[config.mk]
export PLATFORM = sky130hd
export DESIGN_NAME = ovf_trap_unit
export DESIGN_NICKNAME = d
export VERILOG_FILES = /design/src/rtl/ovf_trap_unit.sv
export SDC_FILE = /design/constraint.sdc
export NUM_CORES = 1
export LEC_CHECK = 0
export CAP_MARGIN = 20
export CORE_AREA = 2 2 69 71
export CTS_BUF_LIST = sky130_fd_sc_hd__clkbuf_8
export DETAILED_ROUTE_END_ITERATION = 8
export DIE_AREA = 0 0 71 73
export DONT_BUFFER_PORTS = 1
export MAX_ROUTING_LAYER = met4
export PLACE_DENSITY = 0.52
export SLEW_MARGIN = 20
export SYNTH_ARGS = -nofsm -noshare
export SYNTH_HDL_FRONTEND = slang
export SYNTH_SLANG_ARGS = --single-unit
[constraint.sdc]
create_clock -name clk -period 3.2 [get_ports clk]
set_input_delay 0.8 -clock clk [delete_from_list [all_inputs] [get_ports clk]]
set_output_delay 0.8 -clock clk [all_outputs]
set_load 0.005 [all_outputs]
[src/rtl/ovf_trap_unit.sv]
// Signed add/sub overflow detector with held trap request, EPC/cause capture and EXL tracking.
// Optional overflow event counter is enabled by defining OVF_TRAP_COUNT_EN.
//
// state   | meaning
// IDLE    | no trap outstanding; an enabled overflow captures pc/cause
// PENDING | trap_req held high, waiting for trap_ack
// SERVICE | handler running (exl=1), waiting for eret
module ovf_trap_unit #(
  parameter int unsigned WIDTH      = 32,
  parameter logic [4:0]  ADD_OP     = 5'b00010,
  parameter logic [4:0]  SUB_OP     = 5'b00110,
  parameter logic [4:0]  OV_EXCCODE = 5'd12,
  parameter int unsigned CNT_WIDTH  = 16
) (
  input  logic             clk,
  input  logic             reset,
  input  logic             valid,
  input  logic [WIDTH-1:0] a,
  input  logic [WIDTH-1:0] b,
  input  logic [WIDTH-1:0] result,
  input  logic [4:0]       alucont,
  input  logic [WIDTH-1:0] pc,
  input  logic             trap_en,
  input  logic             trap_ack,
  input  logic             eret,
`ifdef OVF_TRAP_COUNT_EN
  input  logic             cnt_clr,
  output logic [CNT_WIDTH-1:0] ovf_count,
`endif
  output logic             ovf,
  output logic             trap_req,
  output logic [WIDTH-1:0] epc,
  output logic [4:0]       cause,
  output logic             exl,
  output logic             lost
);

  typedef enum logic [1:0] {IDLE, PENDING, SERVICE} state_t;
  state_t state;

  logic sa, sb, sr, raw;

  assign sa = a[WIDTH-1];
  assign sb = b[WIDTH-1];
  assign sr = result[WIDTH-1];

  always_comb begin
    raw = 1'b0;
    if (alucont == ADD_OP)      raw = (sa == sb) && (sr != sa);
    else if (alucont == SUB_OP) raw = (sa != sb) && (sr != sa);
  end

  assign ovf = valid && raw;

  // Only the sign bits matter for detection; the magnitude bits are intentionally ignored.
  logic unused_bits;
  assign unused_bits = ^{a[WIDTH-2:0], b[WIDTH-2:0], result[WIDTH-2:0]};

  always_ff @(posedge clk) begin
    if (reset) begin
      state    <= IDLE;
      trap_req <= 1'b0;
      epc      <= '0;
      cause    <= '0;
      exl      <= 1'b0;
      lost     <= 1'b0;
    end else begin
      case (state)
        IDLE: begin
          if (ovf && trap_en) begin
            epc      <= pc;
            cause    <= OV_EXCCODE;
            trap_req <= 1'b1;
            state    <= PENDING;
          end
        end
        PENDING: begin
          if (ovf) lost <= 1'b1;
          if (trap_ack) begin
            trap_req <= 1'b0;
            exl      <= 1'b1;
            state    <= SERVICE;
          end
        end
        SERVICE: begin
          // An overflow coinciding with eret is only recorded as lost, never trapped.
          if (ovf) lost <= 1'b1;
          if (eret) begin
            exl   <= 1'b0;
            state <= IDLE;
          end
        end
        default: state <= IDLE;
      endcase
    end
  end

`ifdef OVF_TRAP_COUNT_EN
  always_ff @(posedge clk) begin
    if (reset)
      ovf_count <= '0;
    else if (cnt_clr)
      ovf_count <= '0;
    else if (ovf && (ovf_count != {CNT_WIDTH{1'b1}}))
      ovf_count <= ovf_count + 1'b1;
  end
`else
  logic [CNT_WIDTH-1:0] unused_cnt;
  assign unused_cnt = '0;
`endif

endmodule

==> flow_summary.json, run 1 <==
{
  "maxCapViolations": 0,
  "cpMaxStageDelayCell": "xnor2_1",
  "place_congestion": 0.706,
  "antenna_cells": 0,
  "clock_skew_ns": 0.00547,
  "clk_latency_ns": 0.29,
  "post_cts_buffers": 0,
  "area_delta_synth_final_pct": 3.94,
  "final_cell_mix": "38 x dfxtp_1, 33 x nand4_1, 33 x a21oi_1",
  "cts_hold_buf": 0,
  "portBuffers": 0,
  "path_buf_inv": 0,
  "mostFrequentLayoutCell": "dfxtp_1",
  "cp_slowest_stage_delay_ns": 0.37,
  "required_ns": 2.40,
  "fin_crit_sh": 0.782,
  "post_cts_resized": 0,
  "slew_violations": 0,
  "max_freq_ghz": 0.399,
  "setup_viol": 0,
  "synth-seq-cells": 38,
  "postRouteAntennaNets": 0,
  "p_leak_nw": 0.547,
  "synth_cell_types": 36,
  "power_frac_comb": 0.059,
  "crit_path_max_fanout": 2,
  "syn-instance-count": 200,
  "final_area_sq_um": 1780,
  "track_usage": 0.180,
  "nets": 329,
  "worstSetupPathType": "input port to output port",
  "vias_per_cell": 6.24,
  "place_area_sq_um": 1690,
  "coreArea_sq_um": 4540,
  "synth_warnings": 0,
  "crit_chain": "xnor2_1 -> mux2i_4 -> and3_1",
  "rsz0062_at_grt": "no",
  "power_density_nw_per_um2": 494,
  "relSlewSlack": 0.581,
  "path_clk_slew_ns": 0.07,
  "grt_max_degree": 42,
  "hold_violations": 0,
  "drive_above_1_share": 0.0904,
  "min_period_ns": 2.50,
  "dr.pass1.iters": 4,
  "hold_path_class": "flip-flop to flip-flop",
  "fp.dieW_um": 71,
  "dp_hpwl_um": 2900,
  "drc": 0,
  "power.internal_uw": 664,
  "h-tree-depth": 2,
  "grt_pass1_wl_um": 7080,
  "cts_inserted_buffers": 5,
  "drtIter0Drc": 69,
  "routedWlPerCell_um": 18.6,
  "power_switching_uw": 217,
  "startpoint_type": "input port",
  "wirelength_um": 4500,
  "outcome": "finished, final reports clean",
  "worst_ep_arrival_time_ns": 1.70,
  "synthesis.area_sq_um": 1720,
  "die_h_um": 73,
  "synth_ff_type": "dfxtp_1",
  "synth.avg_cell_area_sq_um": 8.58,
  "vias": 1511,
  "switching_share": 0.247,
  "synth_async_sr_flop_share": 0,
  "cts_tree": "built",
  "cts_num_sinks": 38,
  "power.share.sequential": 0.544,
  "worstMarginPinSlew_ns": 0.628,
  "synth-edff-count": 0,
  "overflow": 0,
  "core.rowCount": 25,
  "die_area_sq_um": 5180,
  "cp-end-kind": "output port",
  "grt_pass1_vias": 1465,
  "tns_ns": 0,
  "antenna_found_initial": 0,
  "clockPowerShare": 0.396,
  "cts_root_buffer": "clkbuf_8",
  "io_pins": 180,
  "cp_top_family": "XOR/XNOR gates",
  "seq_area_frac_synth": 0.443,
  "cts_buffer_depth": 2,
  "peakVddDrop_mv": 0.180,
  "initial_core_util": 0.378
}
-- Yosys cell counts, types with 2 or more instances --
cell,instances,area (sq um)
clkbuf_1,12,45.0
a31oi_1,3,18.8
buf_6,3,33.8
o21ai_0,2,10.0
o21ai_1,29,145
inv_1,4,15.0
nand4_1,33,206
dfxtp_1,38,761
a21oi_1,33,165
nor2_1,3,11.3
buf_4,4,30.0
nand2_1,3,11.3
buf_2,4,20.0
nand2b_1,4,25.0
mux2i_1,2,20.0
ha_1,3,37.5
-- worst reg2reg max path: stages (launching register included) --
cell	delay, ns
dfxtp_1	0.34
inv_1	0.08
ha_1	0.18
or4b_4	0.68
o21ai_0	0.24
a21oi_1	0.08
-- cells by family after synthesis --
| family | synth area share |
|---|---|
| AO/OA/AOI/OAI | 0.227 |
| AND/OR/NAND/NOR | 0.194 |
| flip-flops | 0.443 |
| buffers and inverters | 0.0889 |
| adder cells (fa/ha/maj) | 0.0219 |
| multiplexers | 0.0182 |
| other | 0.00218 |
| XOR/XNOR | 0.00510 |
-- layout make-up --
type,count,area [sq um]
Tap cell,54,67.6
Multi-Input combinational cell,135,823
Clock buffer,6,82.6
Clock inverter,2,12.5
Fill cell,473,2750
Sequential cell,38,761
Inverter,4,15.0
Timing Repair Buffer,3,22.5
-- flip-flops by register name, summed over array words and instances, names as in the netlist --
name,cells
epc,32
lost,1
state,2
trap_req,1
cause,1
exl,1
-- through the flow --
| step | hold WS, ns | worst slack (ns) | power, mW | utilization | std cells |
|---|---|---|---|---|---|
| finish | 0.486 | 0.696 | 0.881 | 0.393 | 242 |
| global route | 0.510 | 0.655 | 0.912 | 0.393 | 242 |
| CTS | 0.485 | 0.677 | 0.891 | 0.393 | 242 |
| detailed placement | 0.472 | 0.689 | 0.542 | 0.372 | 234 |
| global placement | 0.465 | 0.695 | 0.540 | 0.372 | 234 |
| floorplan | 0.456 | 0.440 | 0.539 | - | 202 |
-- path summary, 6_finish.rpt --
path              startpoint  endpoint  slack (ns)  cells past startpoint
hold reg to reg      epc[13]   epc[13]        0.49                      2
hold / removal       epc[13]   epc[13]        0.49                      2
setup reg to reg    state[0]   epc[30]        1.50                      5
setup / recovery       b[31]       ovf        0.70                      3
-- power groups by stage --
stage / sequential (mW) / clock [mW] / combinational [mW]
2_1_floorplan: 0.490 / 0 / 0.0492
6_report: 0.479 / 0.349 / 0.0523
5_1_grt: 0.480 / 0.374 / 0.0578
3_5_place_dp: 0.491 / 0 / 0.0518
4_1_cts: 0.479 / 0.360 / 0.0520
3_3_place_gp: 0.490 / 0 / 0.0497
-- layer usage --
metal  up-vias  GRT usage  part of all wire
li1        709          -                 -
met1       719      0.222              0.44
met2        78      0.283              0.46
met3         5     0.0608             0.093
met4         0     0.0503             0.010
met5         -          -                 0
No activity file was read; power rests on OpenSTA's default activity.
==> inputs of run 2 (changes only) <==
==> constraint.sdc (replaced) <==
create_clock -name clk -period 2.5 [get_ports clk]
set_input_delay 0.625 -clock clk [delete_from_list [all_inputs] [get_ports clk]]
set_output_delay 0.625 -clock clk [all_outputs]
set_load 0.005 [all_outputs]
==> run 2 against run 1 <==
Sequential power up 28%. Combinational power rose by 25%. Power increased by 21%. Count of clock-buffer cells in the layout fell by 1. Clock skew about the same. Flip-flop and latch count stayed put. Non-clock buffer count stayed put. Setup slack worse by 0.34 ns. Design area fell by 0.91%.
==> flow_summary.json, run 2 (synthesis gave the netlist of run 1 again) <==
{
  "cts_buffer_depth": 2,
  "place_inst": 234,
  "worstSetupPathType": "input port to output port",
  "tns_ns": 0,
  "clock_skew_ns": 0.00583,
  "startpoint": "b[31]",
  "setup_viol": 0,
  "cts_num_sinks": 38,
  "fp.dieW_um": 71,
  "wirelength_um": 4430,
  "die_area_sq_um": 5180,
  "mostFrequentLayoutCell": "dfxtp_1",
  "final-seq-area_sq_um": 761,
  "cts_inserted_buffers": 5,
  "peakVddDrop_mv": 0.202,
  "rr_endpoint": "epc[30]",
  "clk_latency_ns": 0.28,
  "worstMarginPinSlew_ns": 0.608,
  "grt_pass1_vias": 1534,
  "n_fill_cell": 473,
  "io_pins": 180,
  "critPathCapture": "ovf",
  "post_cts_buffers": 0,
  "worst_ep_arrival_time_ns": 1.52,
  "drtIter0Drc": 86,
  "crit_path_max_fanout": 2,
  "vias": 1490,
  "power_density_nw_per_um2": 604,
  "hold_start": "reset",
  "p_leak_nw": 0.544,
  "portBuffers": 0,
  "hold_path_class": "input port to flip-flop",
  "cts_root_buffer": "clkbuf_8",
  "r2r_cells": 5,
  "antenna_found_initial": 0,
  "initial_core_util": 0.378,
  "drive_above_1_share": 0.0856,
  "core.rowCount": 25,
  "outcome": "finished, final reports clean",
  "maxCapViolations": 0,
  "multiInputGateArea_sq_um": 823,
  "grt_pass1_wl_um": 7060,
  "startpoint_type": "input port",
  "largest_reg_flops": 32,
  "area_delta_synth_final_pct": 2.99,
  "required_ns": 1.88,
  "path_clk_slew_ns": 0.07,
  "cts_tree": "built",
  "antenna_cells": 0,
  "coreArea_sq_um": 4540,
  "drc": 0,
  "die_h_um": 73,
  "postRouteAntennaNets": 0,
  "routedWlPerCell_um": 18.4,
  "max_freq_ghz": 0.467,
  "r2r-start": "state[0]",
  "relSlewSlack": 0.595,
  "r2r_setup_slack_ns": 0.80,
  "cts_hold_buf": 0,
  "post_cts_resized": 0,
  "hold_violations": 0,
  "h-tree-depth": 2,
  "power_mw": 1.07,
  "fin_crit_sh": 0.856,
  "slew_violations": 0,
  "cp-end-kind": "output port",
  "top_register": "epc",
  "dr.pass1.iters": 4,
  "final_cell_mix": "38 x dfxtp_1, 33 x nand4_1, 33 x a21oi_1",
  "nets": 329,
  "track_usage": 0.178,
  "vias_per_cell": 6.18,
  "final_cells": 241,
  "min_period_ns": 2.14,
  "overflow": 0,
  "grt_max_degree": 42,
  "rsz0062_at_grt": "no",
  "dp_hpwl_um": 2910,
  "place_congestion": 0.688,
  "reg.largest.list": "epc (32), state (2)"
}
run 2: how the worst min path moves through the flow:
stage                   end  slack [ns]  depth (start not counted)
floorplan           epc[13]        0.46                          2
global placement    epc[13]        0.46                          2
detailed placement  epc[13]        0.47                          2
CTS                    lost        0.39                          1
global route         epc[2]        0.39                          1
finish                 lost        0.41                          1
run 2: metrics by stage:
stage	util	area (sq um)	hold WS [ns]	setup WS, ns
2_1_floorplan	-	1720	0.456	0.0896
3_3_place_gp	0.372	1690	0.465	0.329
3_5_place_dp	0.372	1690	0.473	0.296
4_1_cts	0.390	1770	0.390	0.324
5_1_grt	0.390	1770	0.387	0.320
6_report	0.390	1770	0.406	0.359
run 2: worst max-delay path, cell delays in order:
cell and delay, ns:
xnor2_1 0.36, mux2i_4 0.32, and3_1 0.20
run 2: cell type report:
class                   instances  share of cell area
multi-input cells             135               0.466
flip-flops and latches         38               0.430
clock buffers                   5              0.0389
well taps                      54              0.0382
repair buffers                  3              0.0127
inverters                       4             0.00849
clock inverters                 2             0.00566
run 2: power by group:
part	leakage [nW]	switching, mW	total, mW	internal, mW
logic	0.194	0.0470	0.0654	0.0183
registers	0.306	0.00428	0.614	0.610
clock network	0.0438	0.201	0.388	0.187
run 2: per-layer routing:
| layer | GRT usage | wire, um |
|---|---|---|
| met1 | 0.198 | 1810 |
| met4 | 0.0608 | 35 |
| met3 | 0.0525 | 383 |
| met5 | - | 0 |
| met2 | 0.306 | 2200 |
